===== src/rtl/spi_alu_slave_if.sv =====
// rtl/spi_alu_slave_if.sv - shared SPI bus signals seen by one ALU slave
interface spi_alu_slave_if;
  logic nss;
  logic sclk;
  logic mosi;
  logic miso;

  modport master (output nss, output sclk, output mosi, input miso);
  modport slave  (input nss, input sclk, input mosi, output miso);
endinterface


===== src/rtl/spi_alu_slave.sv =====
// rtl/spi_alu_slave.sv - SPI-slave ALU: receive {op, opa, opb}, return opa op opb on miso
// Optional SPI_INPUT_SYNC_EN adds 2-flop synchronizers on nss, sclk and mosi.
module spi_alu_slave #(
  parameter int WIDTH = 32
) (
  input logic            clock,
  input logic            reset,
  spi_alu_slave_if.slave bus
);
  localparam int FRAME = 3 + 2 * WIDTH;
  localparam int CW    = $clog2(FRAME + 1);

  typedef enum logic [2:0] {IDLE, RECV, CALC, SEND, DONE} state_t;

  state_t           state, state_next;
  logic [CW-1:0]    count, count_next;
  logic [FRAME-1:0] rx, rx_next;
  logic [WIDTH-1:0] tx, tx_next;
  logic             nss_s, sclk_s, mosi_s, sclk_q;
  logic             rise, fall;
  logic [2:0]       opcode;
  logic [WIDTH-1:0] opa, opb, result;

`ifdef SPI_INPUT_SYNC_EN
  logic [1:0] nss_sync, sclk_sync, mosi_sync;

  always_ff @(posedge clock or negedge reset) begin
    if (!reset) begin
      nss_sync  <= 2'b11;
      sclk_sync <= 2'b00;
      mosi_sync <= 2'b00;
    end else begin
      nss_sync  <= {nss_sync[0], bus.nss};
      sclk_sync <= {sclk_sync[0], bus.sclk};
      mosi_sync <= {mosi_sync[0], bus.mosi};
    end
  end

  assign nss_s  = nss_sync[1];
  assign sclk_s = sclk_sync[1];
  assign mosi_s = mosi_sync[1];
`else
  assign nss_s  = bus.nss;
  assign sclk_s = bus.sclk;
  assign mosi_s = bus.mosi;
`endif

  assign rise = sclk_s & ~sclk_q;
  assign fall = ~sclk_s & sclk_q;

  always_comb begin
    opcode = rx[FRAME-1 -: 3];
    opa    = rx[2*WIDTH-1 -: WIDTH];
    opb    = rx[WIDTH-1:0];
    case (opcode)
      3'b000:  result = opa + opb;
      3'b001:  result = opa - opb;
      3'b010:  result = opa & opb;
      default: result = '0;
    endcase
  end

  always_ff @(posedge clock or negedge reset) begin
    if (!reset) begin
      state  <= IDLE;
      count  <= '0;
      rx     <= '0;
      tx     <= '0;
      sclk_q <= 1'b0;
    end else begin
      state  <= state_next;
      count  <= count_next;
      rx     <= rx_next;
      tx     <= tx_next;
      sclk_q <= sclk_s;
    end
  end

  always_comb begin
    state_next = state;
    count_next = count;
    rx_next    = rx;
    tx_next    = tx;
    if (state != IDLE && nss_s) begin
      state_next = IDLE;
      count_next = '0;
      rx_next    = '0;
      tx_next    = '0;
    end else begin
      case (state)
        IDLE: begin
          if (!nss_s) begin
            count_next = '0;
            state_next = RECV;
          end
        end
        RECV: begin
          if (rise) begin
            rx_next    = {rx[FRAME-2:0], mosi_s};
            count_next = count + CW'(1);
            if (count == CW'(FRAME - 1)) state_next = CALC;
          end
        end
        CALC: begin
          tx_next    = result;
          count_next = '0;
          state_next = SEND;
        end
        SEND: begin
          // The fall closing the last receive bit lands here before any
          // result bit was sampled; only shift after a counted rise.
          if (rise) begin
            count_next = count + CW'(1);
            if (count == CW'(WIDTH - 1)) state_next = DONE;
          end else if (fall && count != '0) begin
            tx_next = tx << 1;
          end
        end
        DONE:    state_next = DONE;
        default: state_next = IDLE;
      endcase
    end
  end

  assign bus.miso = (state == SEND) ? tx[WIDTH-1] : 1'b0;
endmodule


===== src/flat_wrapper.sv =====
// flat-port wrapper written by rule: the top's interface ports become plain ports
module spi_alu_slave_flat 
#(
  parameter int WIDTH = 32
)
  (clock, reset, bus_nss, bus_sclk, bus_mosi, bus_miso);
  spi_alu_slave_if bus_i ();
  input logic clock;
  input logic reset;
  input wire logic [$bits(bus_i.nss)-1:0] bus_nss;
  input wire logic [$bits(bus_i.sclk)-1:0] bus_sclk;
  input wire logic [$bits(bus_i.mosi)-1:0] bus_mosi;
  output wire logic [$bits(bus_i.miso)-1:0] bus_miso;
  assign bus_i.nss = bus_nss;
  assign bus_i.sclk = bus_sclk;
  assign bus_i.mosi = bus_mosi;
  assign bus_miso = bus_i.miso;
  spi_alu_slave #(.WIDTH(WIDTH)) u_core (.clock(clock), .reset(reset), .bus(bus_i));
endmodule

===== config.mk =====
export PLATFORM = sky130hd
export DESIGN_NAME = spi_alu_slave_flat
export DESIGN_NICKNAME = d
export VERILOG_FILES = /design/src/rtl/spi_alu_slave_if.sv /design/src/rtl/spi_alu_slave.sv /design/src/flat_wrapper.sv
export SDC_FILE = /design/constraint.sdc
export NUM_CORES = 1
export LEC_CHECK = 0
export BUFFER_PORTS_ARGS = -buffer_cell sky130_fd_sc_hd__buf_2
export CORE_MARGIN = 8
export CORE_UTILIZATION = 45
export DETAILED_ROUTE_END_ITERATION = 10
export PLACE_DENSITY = 0.62
export REMOVE_ABC_BUFFERS = 1
export SETUP_SLACK_MARGIN = 0.05
export SLEW_MARGIN = 20
export SYNTH_ARGS = -nofsm -noshare
export SYNTH_HDL_FRONTEND = slang
export SYNTH_SLANG_ARGS = --single-unit

===== constraint.sdc =====
create_clock -name clock -period 5.7 [get_ports clock]
set_input_delay 0.285 -clock clock [delete_from_list [all_inputs] [get_ports clock]]
set_output_delay 0.285 -clock clock [all_outputs]
set_load 0.03 [all_outputs]

# == Yosys cells after proc, flatten, opt, wreduce, memory -nomap -nowiden ==
# Index checks and enable logic that the tools add are counted.
# op_classes
n_addsub,3
n_mux,20
n_bitwise,5
n_reduce_logical,15
n_eq_ne,16
# op_table
cell,count
$mux 67,3
$mux 32,3
$pmux 32 s3,1
$pmux 32 s2,1
$add 32x32->32,1
$and 32x32->32,1
$sub 32x32->32,1
$mux 7,3
$pmux 7 s3,1
$mux 3,6
$ne 3x1->1 const B,6
$pmux 3 s5,1
$eq 3x2->1 const B,3
$add 7x1->7 const B,1
$eq 7x5->1 const B,1
$eq 7x7->1 const B,1
$reduce_bool 7->1,1
$eq 3x1->1 const B,2
$logic_not 3->1,2
$reduce_and 3->1,2
$reduce_bool 3->1,2
$reduce_and 5->1,1
$reduce_bool 2->1,2
$reduce_bool 4->1,1
9 further kinds,12
# word_totals
word_cells,64
output_inout_bits,1
regBits,110
in_bits,5

# == Logic depth before layout (Yosys ltp) ==
# Gate-level depths: netlist of run 1.
# depth
word_depth,7
depth_mapped,19

# == Worst setup path before layout of run 1 ==
# Ideal clock, no wire load.
# synth_timing
kind,register -> register
startpoint,register u_core.rx[4]
endpoint,register u_core.tx[30]
n_path_buf,1
synth_period_minus_slack_ns,3.919
stages_incl_launch_ff,15
setup_ns,0.095
slack_ns,1.781
t_arrival_ns,3.824
cell_sequence,dfrtp_1 > or3_4 > or3_4 > or4_4 > or3_4 > nand2_1 > xor2_1 > ha_1 > clkbuf_1 > nand4_1 > a21oi_2 > nor2_1 > or4_1 > and4_1 > o31ai_1
# synth_via
elab_chain_len,4
word_cells_on_any_way,5
cone_classes,add/sub (2); mux (3)
# synth_lines
item,line,rtl
start: declaration,spi_alu_slave.sv:17,"logic [FRAME-1:0] rx, rx_next;"
start signal: assignment,spi_alu_slave.sv:73,rx <= rx_next;
$sub 32x32->32 or $add 32x32->32 (tied branches),"spi_alu_slave.sv:57, spi_alu_slave.sv:56",
$pmux 32 s3 *,spi_alu_slave.sv:55,case (opcode)
$pmux 32 s2 *,spi_alu_slave.sv:90,case (state)
$mux 32 *,spi_alu_slave.sv:84,if (state != IDLE && nss_s) begin
end signal: assignment,spi_alu_slave.sv:74,tx <= tx_next;
end: declaration,spi_alu_slave.sv:18,"logic [WIDTH-1:0] tx, tx_next;"
# Mark *: on every way between the ends. The rest lies on a longest branch, timed or not.
# A chain may end at the register's enable or synchronous reset.

# == Final worst setup path of run 1 ==
# layout_timing
startpoint,register u_core.rx[65]
endpoint,register u_core.tx[30]
# layout_via
elab_chain_len,4
word_cells_on_any_way,6
cone_classes,eq/ne (2); mux (3); reduce/logical (1)
# layout_lines
item,line
"$eq 3x2->1, or another cell as far along",spi_alu_slave.sv:55
$pmux 32 s3 *,spi_alu_slave.sv:55
$pmux 32 s2 *,spi_alu_slave.sv:90
$mux 32 *,spi_alu_slave.sv:84
# Marks and branches as above.

==> summary.txt, run 1 <==
Cells and area
  • Layout cells sized above 1: 5.131%
  • Fin cells: 1097
  • Area grow syn2layout: 6.284%
  • # nets final: 915
  • Layout fillers: between 1500 and 2000
  • Number of inserted diodes: 0
  • Design Area, Final: 7851 um^2
  • Layout Utilization: 48.20%

Global route
  • Total grt overflow: 0
  • Initial antenna violation count: 0
  • Vias in the first global route: 6044
  • Largest net degree at the start of global routing: 68
  • First-pass GRT wire length: around 33000 um
  • Total global-route track usage: 19.91%

Floorplanning
  • Die area: 20770 um^2
  • Core Rows: 47
  • Initial core utilization: a little under half
  • I/O pin cnt: 6
  • CORE AREA: approximately 16000 um^2
  • Chip Height: 144.1 um
  • Die width: 144.1 um

STA
  • Worst-Margin Slew: 0.9371 ns
  • Fin Setup TNS: 0 ns
  • RSZ-0062 raised after global routing: false
  • Hold Fails Final Rpt: 0
  • Ratio of final minimum period to clock period: 76.46%
  • Tmin final: about 4.4 ns
  • Final Setup Violations: 0
  • Fin. max-slew vios: 0
  • Max Clock Freq: 0.2294 GHz
  • Relative slew slack: 37.53%
  • Clock skew: a little over 0.01 ns

Synth
  • Mapped cell area: between 7000 and 8000 um^2
  • Synth unique cells: 60
  • #FFs+latches synth: 110
  • Ys Warns: 0
  • Synth Flop Type: dfrtp_1
  • Post-synth EDFFs: 0
  • Syn Inst Count: 905
  • Syn_area_per_cell: 8.163 um^2
  • Sequential share of the synthesized area: 37.26%
  • Fraction of registers with async set/reset: 100.0%

Worst setup path
  • CP top delay family: simple AND/OR/NAND/NOR gates
  • Top cell by count, worst path: nor2_1
  • Worst Path Buf+Inv: 0
  • Startpoint Class: flop
  • Critical path's largest stage delay: 0.61 ns
  • Slowest stage cell, crit path: nor2_1
  • Critical Path RT: 5.97 ns
  • Critical Path Stages: 14
  • Crit-path max FO: 13
  • Critical path class: reg2reg
  • CP Capture Type: flop
  • Reg2reg start: u_core.rx[65]
  • Reg2Reg Depth: 14
  • Worst Setup SP: u_core.rx[65]
  • Crit-path cells: nor2_1, and2_1, nor2_1, xnor2_1, ha_1, and2b_1, o2111ai_1, a21oi_1, o211ai_1, a21oi_2, nor2_1, or4_1, and4_1, o31ai_1
  • Worst EP arrival: 4.63 ns

Worst hold path
  • Hold Path Class: in2reg
  • Hold depth: 1
  • HP Start: bus_sclk

Detailed routing
  • Met1 Routed Length: 9396 um
  • Vias/cell: ~5.9
  • Total wire length: 19380 um
  • Routed WL per cell: 17.66 um
  • Routed wl met2: 8949 um
  • Drt initial violations: 519
  • Via count: 6465
  • Routed wire length on met3: 798 um
  • First drt pass iteration count: 5
  • ANT nets after route: 0
  • DRC Markers: 0
  • Top Layer Used: met4

Power and ir drop
  • Leakage: 3.411 nW
  • Peak VDD IR: 0.1510 mV
  • Power Density: about 240 nW/um^2
  • Pwr Total: ~1.8 mW

Place
  • Dpl cell area: 7575 um^2
  • Post-DP HPWL: about 13000 um
  • DP Cell Count: 1081
  • Placer Congestion: 0.9058
  • Port Buf Inserts: 5

Clock network
  • Postcts setup bufs: 0
  • Clock slew seen by the registers of the worst setup and hold paths: 0.08 ns
  • Cts hold-fix bufs: 1
  • Clk sinks: 110
  • CTS buffer count: 9
  • TritonCTS clock tree: built
  • H-tree depth: 3
  • Clk_lat worst skew: 0.36 ns
  • Clock buffer depth: 2
  • Root buffer cell: clkbuf_16
  • Resize count post-CTS: 0

Run
  • Total of max-cap violations: 0

Outcome
  • Status: complete, no violations
-- logic make-up after synthesis --
family / after synthesis / synth area share [%]
flip-flops: 110 / 37.26
AO/OA/AOI/OAI: 296 / 24.76
AND/OR/NAND/NOR: 320 / 19.87
XOR/XNOR: 63 / 7.470
multiplexers: 3 / 0.4065
buffers and inverters: 76 / 3.862
adder cells (fa/ha/maj): 37 / 6.369
-- state kept, by name, summed over array words and instances (netlist names) --
| register | count |
|---|---|
| u_core.rx | 67 |
| u_core.count | 7 |
| u_core.tx | 32 |
| u_core.sclk_q | 1 |
| u_core.state | 3 |
-- through the flow --
| step | hold WS, ns | worst slack (ns) |
|---|---|---|
| after floorplan | -0.01059 | -0.3159 |
| after global placement | 0.3353 | 1.590 |
| after global routing | 0.03668 | 0.9845 |
| after CTS | 0.03438 | 1.388 |
| after detailed placement | 0.3349 | 1.397 |
| final | 0.04556 | 1.342 |
-- layout make-up --
class | instances | area (um^2) | area share, %
clock buffers | 11 | 242.7 | 3.092
clock inverters | 4 | 23.77 | 0.3028
inverters | 15 | 56.30 | 0.7171
multi-input cells | 719 | 4373 | 55.70
flip-flops and latches | 110 | 2753 | 35.06
well taps | 220 | 275.3 | 3.506
repair buffers | 18 | 127.6 | 1.625
-- where the power goes --
| group | total, mW | switching [mW] | internal (mW) |
|---|---|---|---|
| combinational | 0.417 | 0.246 | 0.171 |
| clock | 0.600 | 0.295 | 0.305 |
| sequential | 0.833 | 0.0211 | 0.812 |
-- routing by layer --
layer,vias up,global-route usage (%)
met3,20,3.466
met2,135,31.36
li1,3158,-
met4,0,4.870
met1,3152,27.74
met5,-,0
-- worst paths after layout --
path / slack (ns) / endpoint
hold reg to reg: 0.48 / u_core.tx[0]
setup / recovery: 1.34 / u_core.tx[30]
max in group asynchronous: 3.96 / u_core.rx[27]
hold / removal: 0.05 / u_core.sclk_q
setup reg to reg: 1.34 / u_core.tx[30]
min in group asynchronous: 0.46 / u_core.rx[9]
-- placed cells by master (no fill, tap or decap), types with 13 or more instances in the layout --
master     n
nand2_1  180
a21oi_1  117
dfrtp_1  110
o21ai_0   62
nor2_1    43
xor2_1    36
ha_1      36
xnor2_1   27
a21o_1    22
nor3_1    18
a32oi_1   18
inv_1     15
buf_4     13
-- synth_stat cells, types with 3 or more instances --
cell      count  area share (%)
a21o_1       22             2.2
a21oi_1     117             7.9
a22o_1        7            0.83
a22oi_1       7            0.71
a311oi_1      6            0.71
a31oi_1       7            0.59
a32o_1        6            0.81
a32oi_1      18             2.1
and2_1        4            0.34
and3_1        9            0.76
and4_1        3            0.36
clkbuf_1     59             3.0
dfrtp_1     110              37
ha_1         36             6.1
inv_1        15            0.76
mux2i_1       3            0.41
nand2_1     180             9.1
nand2b_1      8            0.68
nand3_1      11            0.75
nand3b_1      3            0.30
nand4_1      12             1.0
nor2_1       43             2.2
nor2b_1       3            0.25
nor3_1       18             1.2
nor3b_1       4            0.41
o211ai_1      8            0.81
o21ai_0      63             4.3
o21ai_1       5            0.34
o21bai_1      3            0.30
o31ai_1      10             1.0
o41ai_1       3            0.36
or3_1         3            0.25
or3_4         3            0.46
or4_1         4            0.41
xnor2_1      27             3.2
xor2_1       36             4.3
Power figures use the tool's default switching activity.
==> inputs of run 2 (changes only) <==
==> constraint.sdc (replaced) <==
create_clock -name clock -period 4.5 [get_ports clock]
set_input_delay 0.225 -clock clock [delete_from_list [all_inputs] [get_ports clock]]
set_output_delay 0.225 -clock clock [all_outputs]
set_load 0.03 [all_outputs]
==> summary.txt, run 2 (synthesized netlist as in run 1, its figures left out) <==
Outcome
  • Status: finished, violations left
  • Failing checks: negative hold slack

Worst setup path
  • Critical path class: reg2reg
  • Top cell by count, worst path: or3_4
  • Slowest stage cell, crit path: or4_1
  • Worst EP arrival: 4.39 ns (-0.24 ns)
  • CP Capture Type: flop
  • Crit-path cells: or3_4, or3_4, or4_4, or3_4, nand2_1, xor2_1, ha_1, a21o_1, a21oi_1, nor2b_1, or4_1, nor2_1, or4_1, a31oi_1, o31ai_1
  • Startpoint Class: flop
  • R2R Setup Slk: 0.38 ns (-0.96 ns)
  • Crit-path max FO: 6 (-7)
  • Critical path's largest stage delay: 0.46 ns (-0.15 ns)
  • Critical Path RT: 4.77 ns (-1.20 ns)

STA
  • Hold Fails Final Rpt: 22 (+22)
  • Tightest hold margin: -0.009260 ns (-0.05482 ns)
  • RSZ-0062 raised after global routing: false
  • Max Clock Freq: 0.2430 GHz (+5.9%)
  • Relative slew slack: 38.76% (+1.2 points)
  • Final Setup Violations: 0 (unchanged)
  • Clock skew: 0.008125 ns (-0.002050 ns)
  • Tmin final: 4.116 ns (-0.2427 ns)
  • Worst-Margin Slew: 0.9186 ns (-0.01843 ns)
  • Ratio of final minimum period to clock period: 91.46% (+15 points)
  • Fin. max-slew vios: 0 (unchanged)
  • Worst Setup Slack, final: 0.3843 ns (-0.9573 ns)

Power and ir drop
  • Peak VDD IR: 0.2288 mV (+52%)
  • Pwr Total: 2.430 mW (+31%)
  • Power Density: 305.9 nW/um^2 (+30%)
  • Leakage: 3.457 nW (+1.3%)

Clock network
  • H-tree depth: 3 (unchanged)
  • Clk_lat worst skew: 0.37 ns (about the same)
  • Clock buffer depth: 2 (unchanged)
  • TritonCTS clock tree: built
  • Clock slew seen by the registers of the worst setup and hold paths: 0.08 ns (about the same)
  • CTS buffer count: 9 (unchanged)
  • Postcts setup bufs: 0 (unchanged)
  • Root buffer cell: clkbuf_16
  • Clk sinks: 110 (unchanged)
  • Resize count post-CTS: 0 (unchanged)

Cells and area
  • Layout fillers: 1615 (-0.68%)
  • # nets final: 923 (+0.87%)
  • Regs by FF count: u_core.rx x67, u_core.tx x32, u_core.count x7
  • Commonest non-fill, non-tap cell in the layout: nand2_1
  • Layout Utilization: 48.77% (+0.57 points)
  • Biggest register: u_core.rx
  • Number of inserted diodes: 0 (unchanged)
  • Most frequent cells in the layout: nand2_1 (180), a21oi_1 (117), dfrtp_1 (110), o21ai_0 (62), nor2_1 (43)
  • Layout cells sized above 1: 6.215% (+1.1 points)
  • Area grow syn2layout: 7.537%
  • Max reg flops: 67 (unchanged)

Floorplanning
  • Die area: 20770 um^2 (unchanged)
  • CORE AREA: 16290 um^2 (unchanged)
  • I/O pin cnt: 6 (unchanged)
  • Core Rows: 47 (unchanged)
  • Die width: 144.1 um (unchanged)
  • Initial core utilization: 45.35% (unchanged)
  • Chip Height: 144.1 um (unchanged)

Detailed routing
  • DRC Markers: 0 (unchanged)
  • ANT nets after route: 0 (unchanged)
  • Drt initial violations: 489 (-5.8%)
  • Via count: 6628 (+2.5%)
  • Vias/cell: 5.998 (+1.8%)
  • Total wire length: 20150 um (+4.0%)
  • First drt pass iteration count: 5 (unchanged)
  • Routed WL per cell: 18.24 um (+3.2%)

Global route
  • Total grt overflow: 0 (unchanged)
  • Initial antenna violation count: 0 (unchanged)
  • Vias in the first global route: 6276 (+3.8%)
  • Total global-route track usage: 20.69% (+0.78 points)
  • First-pass GRT wire length: 33660 um (+2.5%)
  • Largest net degree at the start of global routing: 71 (+4.4%)

Place
  • Place WS: 0.3798 ns (-1.017 ns)
  • Port Buf Inserts: 5 (unchanged)
  • Post-DP HPWL: 13730 um (+5.4%)
  • Placer Congestion: 0.9542 (+5.3%)

Worst hold path
  • Hold Path Class: in2async

Run
  • Total of max-cap violations: 0 (unchanged)
[run 2: cell count changes in the layout (fill, tap and decap cells not counted), sizes merged]
cell,change
clkinv,-3
clkinvlp,+2
buf,+8
inv,+1
bufinv,+1
clkbuf,-1
[run 2: worst paths after layout]
path | startpoint | to | cells past startpoint
worst max-delay path | u_core.rx[4] | u_core.tx[30] | 15
worst min-delay path | reset | u_core.tx[9] | 1
worst max register to register | u_core.rx[4] | u_core.tx[30] | 15
worst min register to register | u_core.tx[7] | u_core.tx[7] | 2
max in group asynchronous | reset | u_core.rx[59] | 2
min in group clock | bus_mosi | u_core.rx[0] | 3
[run 2: worst max-delay path: cells and delay by family (launching register included)]
family / cells / cell delay, ns
and+or+nand+nor: 9 / 2.63
adders and majority gates: 1 / 0.20
AOI/OAI and AO/OA: 4 / 0.65
xor gates and xnor gates: 1 / 0.06
DFF: 1 / 0.44
[run 2: final cells by class]
type                    instances  area (um^2)  share of cell area, %
repair buffers                 26        187.7                  2.363
clock inverters                 5        58.81                 0.7403
well taps                     220        275.3                  3.465
inverters                      15        56.30                 0.7088
clock buffers                  10        239.0                  3.008
flip-flops and latches        110         2753                  34.65
multi-input cells             719         4374                  55.06
[run 2: what timing repair did]
item | in CTS | in global routing
hold buffers | 1 | 0
endpoints found under the setup margin | 0 | 0
endpoints found under the hold margin | 1 | 0
[run 2: power breakdown]
part           internal (mW)  total (mW)  switching (mW)
registers               1.03        1.06          0.0278
clock network          0.446       0.835           0.390
logic                  0.218       0.540           0.322
[run 2: stage by stage]
| step | cells | instance area [um^2] | TNS (ns) |
|---|---|---|---|
| 6_report | 1105 | 7944 | 0 |
| 4_1_cts | 1105 | 7943 | 0 |
| 5_1_grt | 1105 | 7944 | 0 |
| 3_5_place_dp | 1089 | 7635 | 0 |
| 3_3_place_gp | 1089 | 7635 | 0 |
| 2_1_floorplan | 844 | 7158 | -104.43 |
[run 2: metal layers]
metal	up-vias	part of all wire, %	GRT usage (%)	wire length (um)
met5	-	0	0	0
met4	0	1.7	6.807	344
met3	26	4.2	3.004	838
met2	140	47	33.28	9535
met1	3272	47	28.01	9433
li1	3190	-	-	-
